`config.mk`:
```
export PLATFORM = sky130hd
export DESIGN_NAME = updi_instruction_sequencer
export DESIGN_NICKNAME = d
export VERILOG_FILES = /design/src/rtl/updi_instruction_sequencer.sv
export SDC_FILE = /design/constraint.sdc
export NUM_CORES = 1
export LEC_CHECK = 0
export BUFFER_PORTS_ARGS = -buffer_cell sky130_fd_sc_hd__buf_2
export CAP_MARGIN = 25
export CORE_MARGIN = 5
export CORE_UTILIZATION = 45
export CTS_CLUSTER_DIAMETER = 100
export DETAILED_ROUTE_END_ITERATION = 7
export PLACE_DENSITY = 0.72
export SYNTH_ARGS = -nofsm -noshare
export SYNTH_HDL_FRONTEND = slang
export SYNTH_SLANG_ARGS = --single-unit
```
`constraint.sdc`:
```
create_clock -name clk -period 1.5 [get_ports clk]
set_input_delay 0.225 -clock clk [delete_from_list [all_inputs] [get_ports clk]]
set_output_delay 0.225 -clock clk [all_outputs]
set_load 0.01 [all_outputs]
```
`src/rtl/updi_instruction_sequencer.sv`:
```
// Sequences one UPDI instruction: SYNCH, opcode and operand bytes to the TX FIFO,
// then steers updi_input_handler through the response/ACK phase and reports status.
module updi_instruction_sequencer #(
  parameter int unsigned BITS_N     = 6,
  parameter logic [7:0]  SYNCH_BYTE = 8'h55
) (
  input  logic              clk,
  input  logic              rst,
  input  logic              cmd_valid,
  output logic              cmd_ready,
  input  logic [7:0]        cmd_opcode,
  input  logic [BITS_N-1:0] cmd_n_operands,
  input  logic [BITS_N-1:0] cmd_n_rx,
  input  logic              cmd_wait_ack,
  input  logic [7:0]        op_data,
  input  logic              op_empty,
  output logic              op_rd_en,
  output logic [7:0]        tx_data,
  output logic              tx_wr_en,
  input  logic              tx_full,
  input  logic              tx_idle,
  output logic [BITS_N-1:0] ih_n_bytes,
  output logic              ih_start,
  output logic              ih_wait_ack,
  input  logic              ih_ready,
  input  logic              ih_done,
  input  logic              ih_timeout,
  input  logic              ih_ack_received,
  input  logic              ih_ack_error,
  output logic              busy,
  output logic              done,
  output logic              err_timeout,
  output logic              err_ack
);

  typedef enum logic [3:0] {
    S_IDLE, S_SYNC, S_OPCODE, S_OP_POP, S_OP_PUSH, S_DRAIN,
    S_RX_START, S_RX_WAIT, S_ACK_START, S_ACK_WAIT, S_FINISH
  } state_t;

  state_t state, state_nx;

  logic [7:0]        opcode_q;
  logic [7:0]        op_q;
  logic [BITS_N-1:0] ops_q;
  logic [BITS_N-1:0] rx_q;
  logic              wack_q;
  logic              pop_q;
  logic              err_to_q;
  logic              err_ack_q;

  logic              accept;
  logic              ops_dec;
  logic              set_to;
  logic              set_ack;

  // op_data is only guaranteed the cycle after a pop; a tx_full stall then uses the copy.
  logic [7:0] op_byte;
  assign op_byte = pop_q ? op_data : op_q;

  assign cmd_ready   = (state == S_IDLE);
  assign busy        = (state != S_IDLE);
  assign done        = (state == S_FINISH);
  assign ih_n_bytes  = rx_q;
  assign err_timeout = err_to_q;
  assign err_ack     = err_ack_q;

  always_comb begin
    state_nx    = state;
    accept      = 1'b0;
    ops_dec     = 1'b0;
    set_to      = 1'b0;
    set_ack     = 1'b0;
    tx_data     = '0;
    tx_wr_en    = 1'b0;
    op_rd_en    = 1'b0;
    ih_start    = 1'b0;
    ih_wait_ack = 1'b0;
    case (state)
      S_IDLE: begin
        if (cmd_valid) begin
          accept   = 1'b1;
          state_nx = S_SYNC;
        end
      end
      S_SYNC: begin
        if (!tx_full) begin
          tx_data  = SYNCH_BYTE;
          tx_wr_en = 1'b1;
          state_nx = S_OPCODE;
        end
      end
      S_OPCODE: begin
        if (!tx_full) begin
          tx_data  = opcode_q;
          tx_wr_en = 1'b1;
          state_nx = (ops_q != '0) ? S_OP_POP : S_DRAIN;
        end
      end
      S_OP_POP: begin
        if (!op_empty) begin
          op_rd_en = 1'b1;
          state_nx = S_OP_PUSH;
        end
      end
      S_OP_PUSH: begin
        if (!tx_full) begin
          tx_data  = op_byte;
          tx_wr_en = 1'b1;
          ops_dec  = 1'b1;
          state_nx = (ops_q != BITS_N'(1)) ? S_OP_POP : S_DRAIN;
        end
      end
      S_DRAIN: begin
        if (tx_idle) begin
          if (rx_q != '0)  state_nx = S_RX_START;
          else if (wack_q) state_nx = S_ACK_START;
          else             state_nx = S_FINISH;
        end
      end
      S_RX_START: begin
        if (ih_ready) begin
          ih_start = 1'b1;
          state_nx = S_RX_WAIT;
        end
      end
      S_RX_WAIT: begin
        if (ih_timeout) begin
          set_to   = 1'b1;
          state_nx = S_FINISH;
        end else if (ih_ready) begin
          state_nx = wack_q ? S_ACK_START : S_FINISH;
        end
      end
      S_ACK_START: begin
        if (ih_ready) begin
          ih_wait_ack = 1'b1;
          state_nx    = S_ACK_WAIT;
        end
      end
      S_ACK_WAIT: begin
        if (ih_ack_received) begin
          set_ack  = 1'b1;
          state_nx = S_FINISH;
        end else if (ih_timeout) begin
          set_to   = 1'b1;
          state_nx = S_FINISH;
        end
      end
      S_FINISH: state_nx = S_IDLE;
      default:  state_nx = S_IDLE;
    endcase
  end

  always_ff @(posedge clk) begin
    if (rst) begin
      state     <= S_IDLE;
      opcode_q  <= '0;
      op_q      <= '0;
      ops_q     <= '0;
      rx_q      <= '0;
      wack_q    <= 1'b0;
      pop_q     <= 1'b0;
      err_to_q  <= 1'b0;
      err_ack_q <= 1'b0;
    end else begin
      state <= state_nx;
      pop_q <= op_rd_en;
      if (pop_q) op_q <= op_data;
      if (accept) begin
        opcode_q  <= cmd_opcode;
        ops_q     <= cmd_n_operands;
        rx_q      <= cmd_n_rx;
        wack_q    <= cmd_wait_ack;
        err_to_q  <= 1'b0;
        err_ack_q <= 1'b0;
      end
      if (ops_dec) ops_q <= ops_q - BITS_N'(1);
      if (set_to)  err_to_q <= 1'b1;
      if (set_ack) err_ack_q <= ih_ack_error;
    end
  end

  logic unused_ok;
  assign unused_ok = ih_done;

endmodule

```
After elaboration in Yosys (flattened, before gate mapping) --
Index checks and enable logic that the tools add are counted.
Storage, ports and cells: input bits 40, output and inout bits 23, register bits after elaboration 36
Cells by class: mux-type cells 42, reduce and logical (&&, ||, !) cells 9, add/subtract/negate cells 1, eq/ne operators 21
Operators by type and width (count):
- $mux 4 | 13
- $pmux 4 s10 | 1
- $mux 8 | 3
- $pmux 8 s3 | 1
- $mux 1 | 17
- $eq 4x3->1 const B | 4
- $ne 2x2->1 const B | 8
- $eq 4x4->1 const B | 3
- $mux 6 | 2
- $reduce_bool 6->1 | 2
- $reduce_and 10->1 | 1
- $eq 4x2->1 const B | 2
- $mux 7 | 1
- $mux 3 | 2
- $ne 3x3->1 const B | 2
- $ne 6x1->1 const B | 1
- $reduce_bool 2->1 | 3
- $sub 6x1->6 const B | 1
- $eq 4x1->1 const B | 1
- $logic_not 4->1 | 1
- $reduce_bool 4->1 | 1
- $reduce_or 3->1 | 1
- $mux 2 | 1
- $pmux 1 s2 | 1

Longest topological paths before layout --
Gate-level depths: netlist of the first run.
word-level depth 4, depth in mapped cells 9, gate-level depth less buffers 7

Worst setup path before layout of the first run --
No wires, ideal clock.
path type register -> register, from register state[2], to register ops_q[0], library setup time 128 ps, data required time 1372 ps, arrival 1431 ps, cell stages (with the launch flop) 10, setup slack -58 ps, path through dfxtp_1 -> buf_2 -> nor2_1 -> nand2_2 -> inv_2 -> and2_1 -> buf_2 -> buf_6 -> a221oi_1 -> nor2_1
On the way: word-level cells in the longest chain between the ends 3, elaborated cells between the ends (all ways) 6, classes of those cells eq/ne (1); mux (3); reduce/logical (2)
Ends and longest elaborated chain:
- start: declaration | RTL line 41 | state_t state, state_nx;
- start signal: assignment | RTL line 167 | state <= state_nx;
- $logic_not 4->1
- net cmd_ready | RTL line 10 | output logic cmd_ready,
- $mux 1 | RTL line 79 | case (state)
- $reduce_bool 2->1 (no line)
- end signal: assignment | RTL line 172 | ops_q <= cmd_n_operands;
- end signal: assignment | RTL line 178 | if (ops_dec) ops_q <= ops_q - BITS_N'(1);
- end: declaration | RTL line 45 | logic [BITS_N-1:0] ops_q;
The timed path passes the listed nets, and every way through them passes these cells. A chain may end at the register's enable or synchronous reset.

Worst setup path after layout of the first run --
from register state[2], to output tx_data[1]
On the way: word-level cells in the longest chain between the ends 2, elaborated cells between the ends (all ways) 4, classes of those cells eq/ne (3); mux (1)
Ends and longest elaborated chain:
- $eq 4x3->1, or another cell as far along | RTL line 79
- $pmux 8 s3 * | RTL line 79
- end: declaration | RTL line 18 | output logic [7:0] tx_data,
Mark *: on every way between the ends. The rest lies on a longest branch, timed or not.

==> impl_metrics.tcl, run 1 <==
set metrics [dict create \
    status "finished, violations left" \
    violations "setup timing" \
    yosys_warnings 0 \
    fin_area_um2 3150 \
    syn_nets 287 \
    maxCapViolCount 0 \
    final_cell_mix "buf_2, nand2_1, buf_4" \
    syn_area_per_cell_um2 7.75 \
    use_met1_pct 26.1 \
    viasPerCell 5.68 \
    finalPower_uw 4930 \
    vdd_drop_max_v 0.00108 \
    seq_area_frac_synth_pct 38.1 \
    netlist.area_leader.share_pct 38.1 \
    start_kind "flop" \
    grt_max_degree 23 \
    grt_pass1_vias 2108 \
    dr.pass1.iters 5 \
    place_ws_ns -0.122 \
    tightest_slew_ns 0.399 \
    setup_ws_ns -0.245 \
    yosys.area.top_type "dfxtp_1" \
    hp-class "in2reg" \
    drive_above_1_share_pct 54.1 \
    clock_path_buffers 2 \
    dieArea_um2 5600 \
    hpwl_um 4100 \
    synth_area_leaders "dfxtp_1, nand2_1, a21oi_1" \
    crit_path_end_kind "output port" \
    dpl.cell_count 381 \
    max_freq_ghz 0.573 \
    ys_ff_latch 36 \
    dieHeight_um 74.8 \
    drt-initial-drc-count 227 \
    skew_ns 0.00481 \
    crit_type "reg2out" \
    syn_area_um2 1890 \
    gp_congestion 0.948 \
    synthFlopType "dfxtp_1" \
    track_usage_pct 21.8 \
    antenna_found_initial 0 \
    final_common_cell "buf_2" \
    fin_crit_sh_pct 116 \
    area_growth_pct 66.7 \
    power.density_nw_per_um2 1560 \
    cts_max_level 2 \
    io_pins 63 \
    drt-total-wl_um 6920 \
    port_buffers 61 \
    slew_headroom_pct 73.2 \
    path_max_fanout 7 \
    coreArea_um2 4030 \
    dpl-instance-area_um2 2500 \
    hold_viol 0 \
    final_nets 399 \
    syn_inst 244 \
    use_met3_pct 6.94 \
    final_util_pct 78.3 \
    grt_use_met2_pct 36.4 \
    wl_per_cell_um 17.0 \
    p_leak_uw 0.00135 \
    clk-insertion-delay-late_ns 0.29 \
    layout.cells.non_filler 407 \
    clock-root-buffer "clkbuf_8" \
    maxSlewViolCount 0 \
    ys_types 48 \
    cp_data_arrival_time_ns 1.52 \
    synth_edf_count 0 \
    cts_buffers 5 \
    grt_pass1_wl_um 9360 \
    die_x_um 74.8 \
    overflow 0 \
    cts_tree "yes" \
    rsz0062_at_grt "yes" \
    vias 2313 \
    final_antenna_net_count 0 \
    drc 0 \
    n_antenna_cell 0 \
    clock_sinks 36 \
    synthArstFlopShare_pct 0 \
    grt_busiest_layer "met2" \
    period_minus_slack_ns 1.75 \
    finalSetupViolCount 29 \
    rows 23 \
    cp.required_ns 1.27 \
    clk_pin_slew_worst_paths_ns 0.08 \
    initial_utilization_pct 47.0 \
]
==> flip-flops by register name, summed over array words and instances (netlist names) <==
signal / flops
ih_n_bytes: 6
op_q: 8
err_timeout: 1
state: 4
opcode_q: 8
wack_q: 1
ops_q: 6
pop_q: 1
err_ack: 1
==> area by class of cell <==
| class | instances | area (um2) |
|---|---|---|
| fillers | 271 | 875 |
| clock inverters | 3 | 42.5 |
| multi-input cells | 186 | 1350 |
| flip-flops and latches | 36 | 733 |
| inverters | 6 | 25.0 |
| well taps | 50 | 62.6 |
| repair buffers | 121 | 868 |
| clock buffers | 5 | 68.8 |
==> synthesized netlist by cell type, types with 4 or more instances <==
| library cell | number |
|---|---|
| nor3_1 | 6 |
| nand2_1 | 50 |
| a211oi_1 | 4 |
| nand3_1 | 4 |
| clkbuf_1 | 6 |
| nor2_1 | 23 |
| dfxtp_1 | 36 |
| inv_1 | 5 |
| buf_2 | 7 |
| mux2i_1 | 9 |
| o21ai_0 | 9 |
| a21oi_1 | 28 |
==> worst max-delay path, stage by stage, from the launching register on <==
cell and delay [ns]:
dfxtp_4 0.38, buf_6 0.13, nor4_4 0.23, buf_4 0.18, nand2_1 0.07, o21ai_1 0.08
buf_2 0.15
==> power by group <==
group	switching (uW)	total [uW]	internal, uW	leakage (uW)
logic	1410	2780	1370	0.000995
registers	152	1270	1120	0.000296
clock network	383	876	492	0.0000541
==> path summary, 6_finish.rpt <==
| path | endpoint | slack, ns | from | depth (start not counted) |
|---|---|---|---|---|
| setup / recovery | tx_data[1] | -0.25 | state[2] | 6 |
| hold / removal | pop_q | 0.13 | op_empty | 2 |
| setup reg to reg | state[2] | -0.20 | state[1] | 8 |
| hold reg to reg | opcode_q[5] | 0.47 | opcode_q[5] | 2 |
==> per-stage QoR <==
step	hold WS, ns	TNS [ns]
final	0.131	-3.51
after floorplan	0.304	-0.0672
after global routing	0.130	-5.90
after global placement	0.431	-1.13
after CTS	0.131	-2.21
after detailed placement	0.432	-1.26
==> metal layers <==
layer | up-vias | share of wire, %
met5 | - | 0
met2 | 139 | 48
met3 | 26 | 8.8
li1 | 1088 | -
met4 | 0 | 3.2
met1 | 1060 | 40
==> cell families after synthesis <==
| group | share of synthesized area [%] |
|---|---|
| buffers and inverters | 6.22 |
| and+or+nand+nor | 26.9 |
| DFF | 38.1 |
| AOI/OAI and AO/OA | 21.0 |
| xor gates and xnor gates | 0.463 |
| muxes | 5.36 |
| adders and majority gates | 1.98 |
==> what timing repair did <==
| item | in CTS | in global routing |
|---|---|---|
| setup buffers | 6 | 11 |
| hold endpoints to repair | 0 | 0 |
| gates resized for setup | 48 | 62 |
| endpoints found under the setup margin | 33 | 33 |
| hold buffers | 0 | 0 |
| cloned | 0 | 3 |
| pin swaps | 15 | 15 |
No activity file was read; power rests on OpenSTA's default activity.
==> run 2, diff against run 1 <==
--- a/config.mk
+++ b/config.mk
@@ -11,7 +11,7 @@
 export CORE_UTILIZATION = 45
 export CTS_CLUSTER_DIAMETER = 100
 export DETAILED_ROUTE_END_ITERATION = 7
-export PLACE_DENSITY = 0.72
+export PLACE_DENSITY = 0.75
 export SYNTH_ARGS = -nofsm -noshare
 export SYNTH_HDL_FRONTEND = slang
 export SYNTH_SLANG_ARGS = --single-unit
==> impl_metrics.tcl, run 2 (synthesis results as in run 1) <==
set metrics [dict create \
    drt-initial-drc-count 162 \
    crit_type "reg2out" \
    final_cell_mix "buf_2, nand2_1, dfxtp_1" \
    grt_max_degree 37 \
    finalSetupViolCount 20 \
    hold_viol 0 \
    final_common_cell "buf_2" \
    fill_cells 297 \
    maxSlewViolCount 0 \
    max_freq_ghz 0.563 \
    hpwl_um 4000 \
    port_buffers 61 \
    violations "setup timing" \
    finalPower_uw 4390 \
    r2r_slack_ns -0.15 \
    slew_headroom_pct 55.6 \
    clock-root-buffer "clkbuf_8" \
    viasPerCell 5.59 \
    antenna_found_initial 0 \
    drive_above_1_share_pct 46.6 \
    final_antenna_net_count 0 \
    period_minus_slack_ns 1.78 \
    rows 23 \
    fin_crit_sh_pct 118 \
    gp_congestion 0.897 \
    rsz0062_at_grt "yes" \
    crit_path_end_kind "output port" \
    vias 2163 \
    cp_slowest_cell "dfxtp_4" \
    die_x_um 74.8 \
    wl_per_cell_um 16.1 \
    maxCapViolCount 0 \
    cts_max_level 2 \
    final_nets 379 \
    initial_utilization_pct 47.0 \
    clock_sinks 36 \
    grt_busiest_layer "met2" \
    setup_ws_ns -0.277 \
    drt-total-wl_um 6240 \
    place_ws_ns -0.131 \
    grt_pass1_vias 2005 \
    power.density_nw_per_um2 1530 \
    overflow 0 \
    dieHeight_um 74.8 \
    track_usage_pct 21.1 \
    cp.required_ns 1.27 \
    path_max_fanout 8 \
    clk-insertion-delay-late_ns 0.29 \
    final.setup.tns_ns -3.30 \
    cts_tree "yes" \
    crit_chain "buf_6, nor3_4, nand2_4, o22ai_1, buf_2" \
    grt_use_met2_pct 36.5 \
    clock_path_buffers 2 \
    coreArea_um2 4030 \
    status "finished, violations left" \
    slowest_delay_ns 0.36 \
    grt_pass1_wl_um 8980 \
    dpl-instance-area_um2 2420 \
    cts_buffers 5 \
    drc 0 \
    reg_top3 "op_q x8, opcode_q x8" \
    n_antenna_cell 0 \
    io_pins 63 \
    skew_ns 0.00750 \
    use_met3_pct 6.68 \
    clk_pin_slew_worst_paths_ns 0.07 \
    p_leak_uw 0.00121 \
    hold_buffers 0 \
    final_util_pct 71.1 \
    vdd_drop_max_v 0.000914 \
    fin_area_um2 2860 \
    hp-class "in2reg" \
    dr.pass1.iters 4 \
    area_growth_pct 51.4 \
    use_met1_pct 24.3 \
    start_kind "flop" \
    cp_data_arrival_time_ns 1.55 \
    dieArea_um2 5600 \
    tightest_slew_ns 0.666 \
]
run 2: cell count changes in the layout (fill, tap and decap cells not counted), moves of 3 or more:
cell,change
a21oi_1,+12
a21oi_2,-10
buf_4,-10
buf_6,-9
nand2_4,-3
run 2: worst max-delay path, delay by kind of cell (launching register included):
kind / cells / cell delay (ns)
DFF: 1 / 0.36
buffers and inverters: 2 / 0.29
and+or+nand+nor: 2 / 0.41
AOI/OAI and AO/OA: 1 / 0.19
run 2: path summary, 6_finish.rpt:
kind / start / end / cells past startpoint
worst max-delay path: state[3] / tx_data[6] / 5
worst min-delay path: op_empty / pop_q / 2
worst max register to register: state[1] / state[3] / 6
worst min register to register: err_ack / err_ack / 2
run 2: final cells by class:
cell class | count | area [um2] | area share, %
multi-input cells | 185 | 1240 | 43.3
inverters | 6 | 22.5 | 0.786
clock inverters | 3 | 42.5 | 1.49
well taps | 50 | 62.6 | 2.18
flip-flops and latches | 36 | 734 | 25.6
repair buffers | 102 | 692 | 24.2
clock buffers | 5 | 68.8 | 2.40
run 2: repair_timing:
item / 4_1_cts / 5_1_grt
pin swaps: 15 / 3
buffers inserted: 8 / 2
gates resized for setup: 37 / 37
cloned: 0 / 0
hold endpoints to repair: 0 / 0
setup endpoints to repair: 31 / 23
run 2: layer usage:
metal  up-vias  part of all wire [%]
li1       1051                     -
met1       983                    39
met2       116                    50
met3        13                   8.9
met4         0                   1.5
met5         -                     0
run 2: report_power, final:
part / total (uW) / switching [uW] / internal [uW] / leakage (uW)
logic: 2260 / 1200 / 1050 / 0.000863
registers: 1290 / 166 / 1120 / 0.000297
clock network: 846 / 354 / 492 / 0.0000541
total: 4390 / 1720 / 2670 / 0.00121
run 2: stage by stage:
step | cells | hold slack, ns
2_1_floorplan | 244 | 0.304
3_3_place_gp | 370 | 0.431
3_5_place_dp | 370 | 0.437
4_1_cts | 385 | 0.125
5_1_grt | 387 | 0.141
6_report | 387 | 0.150
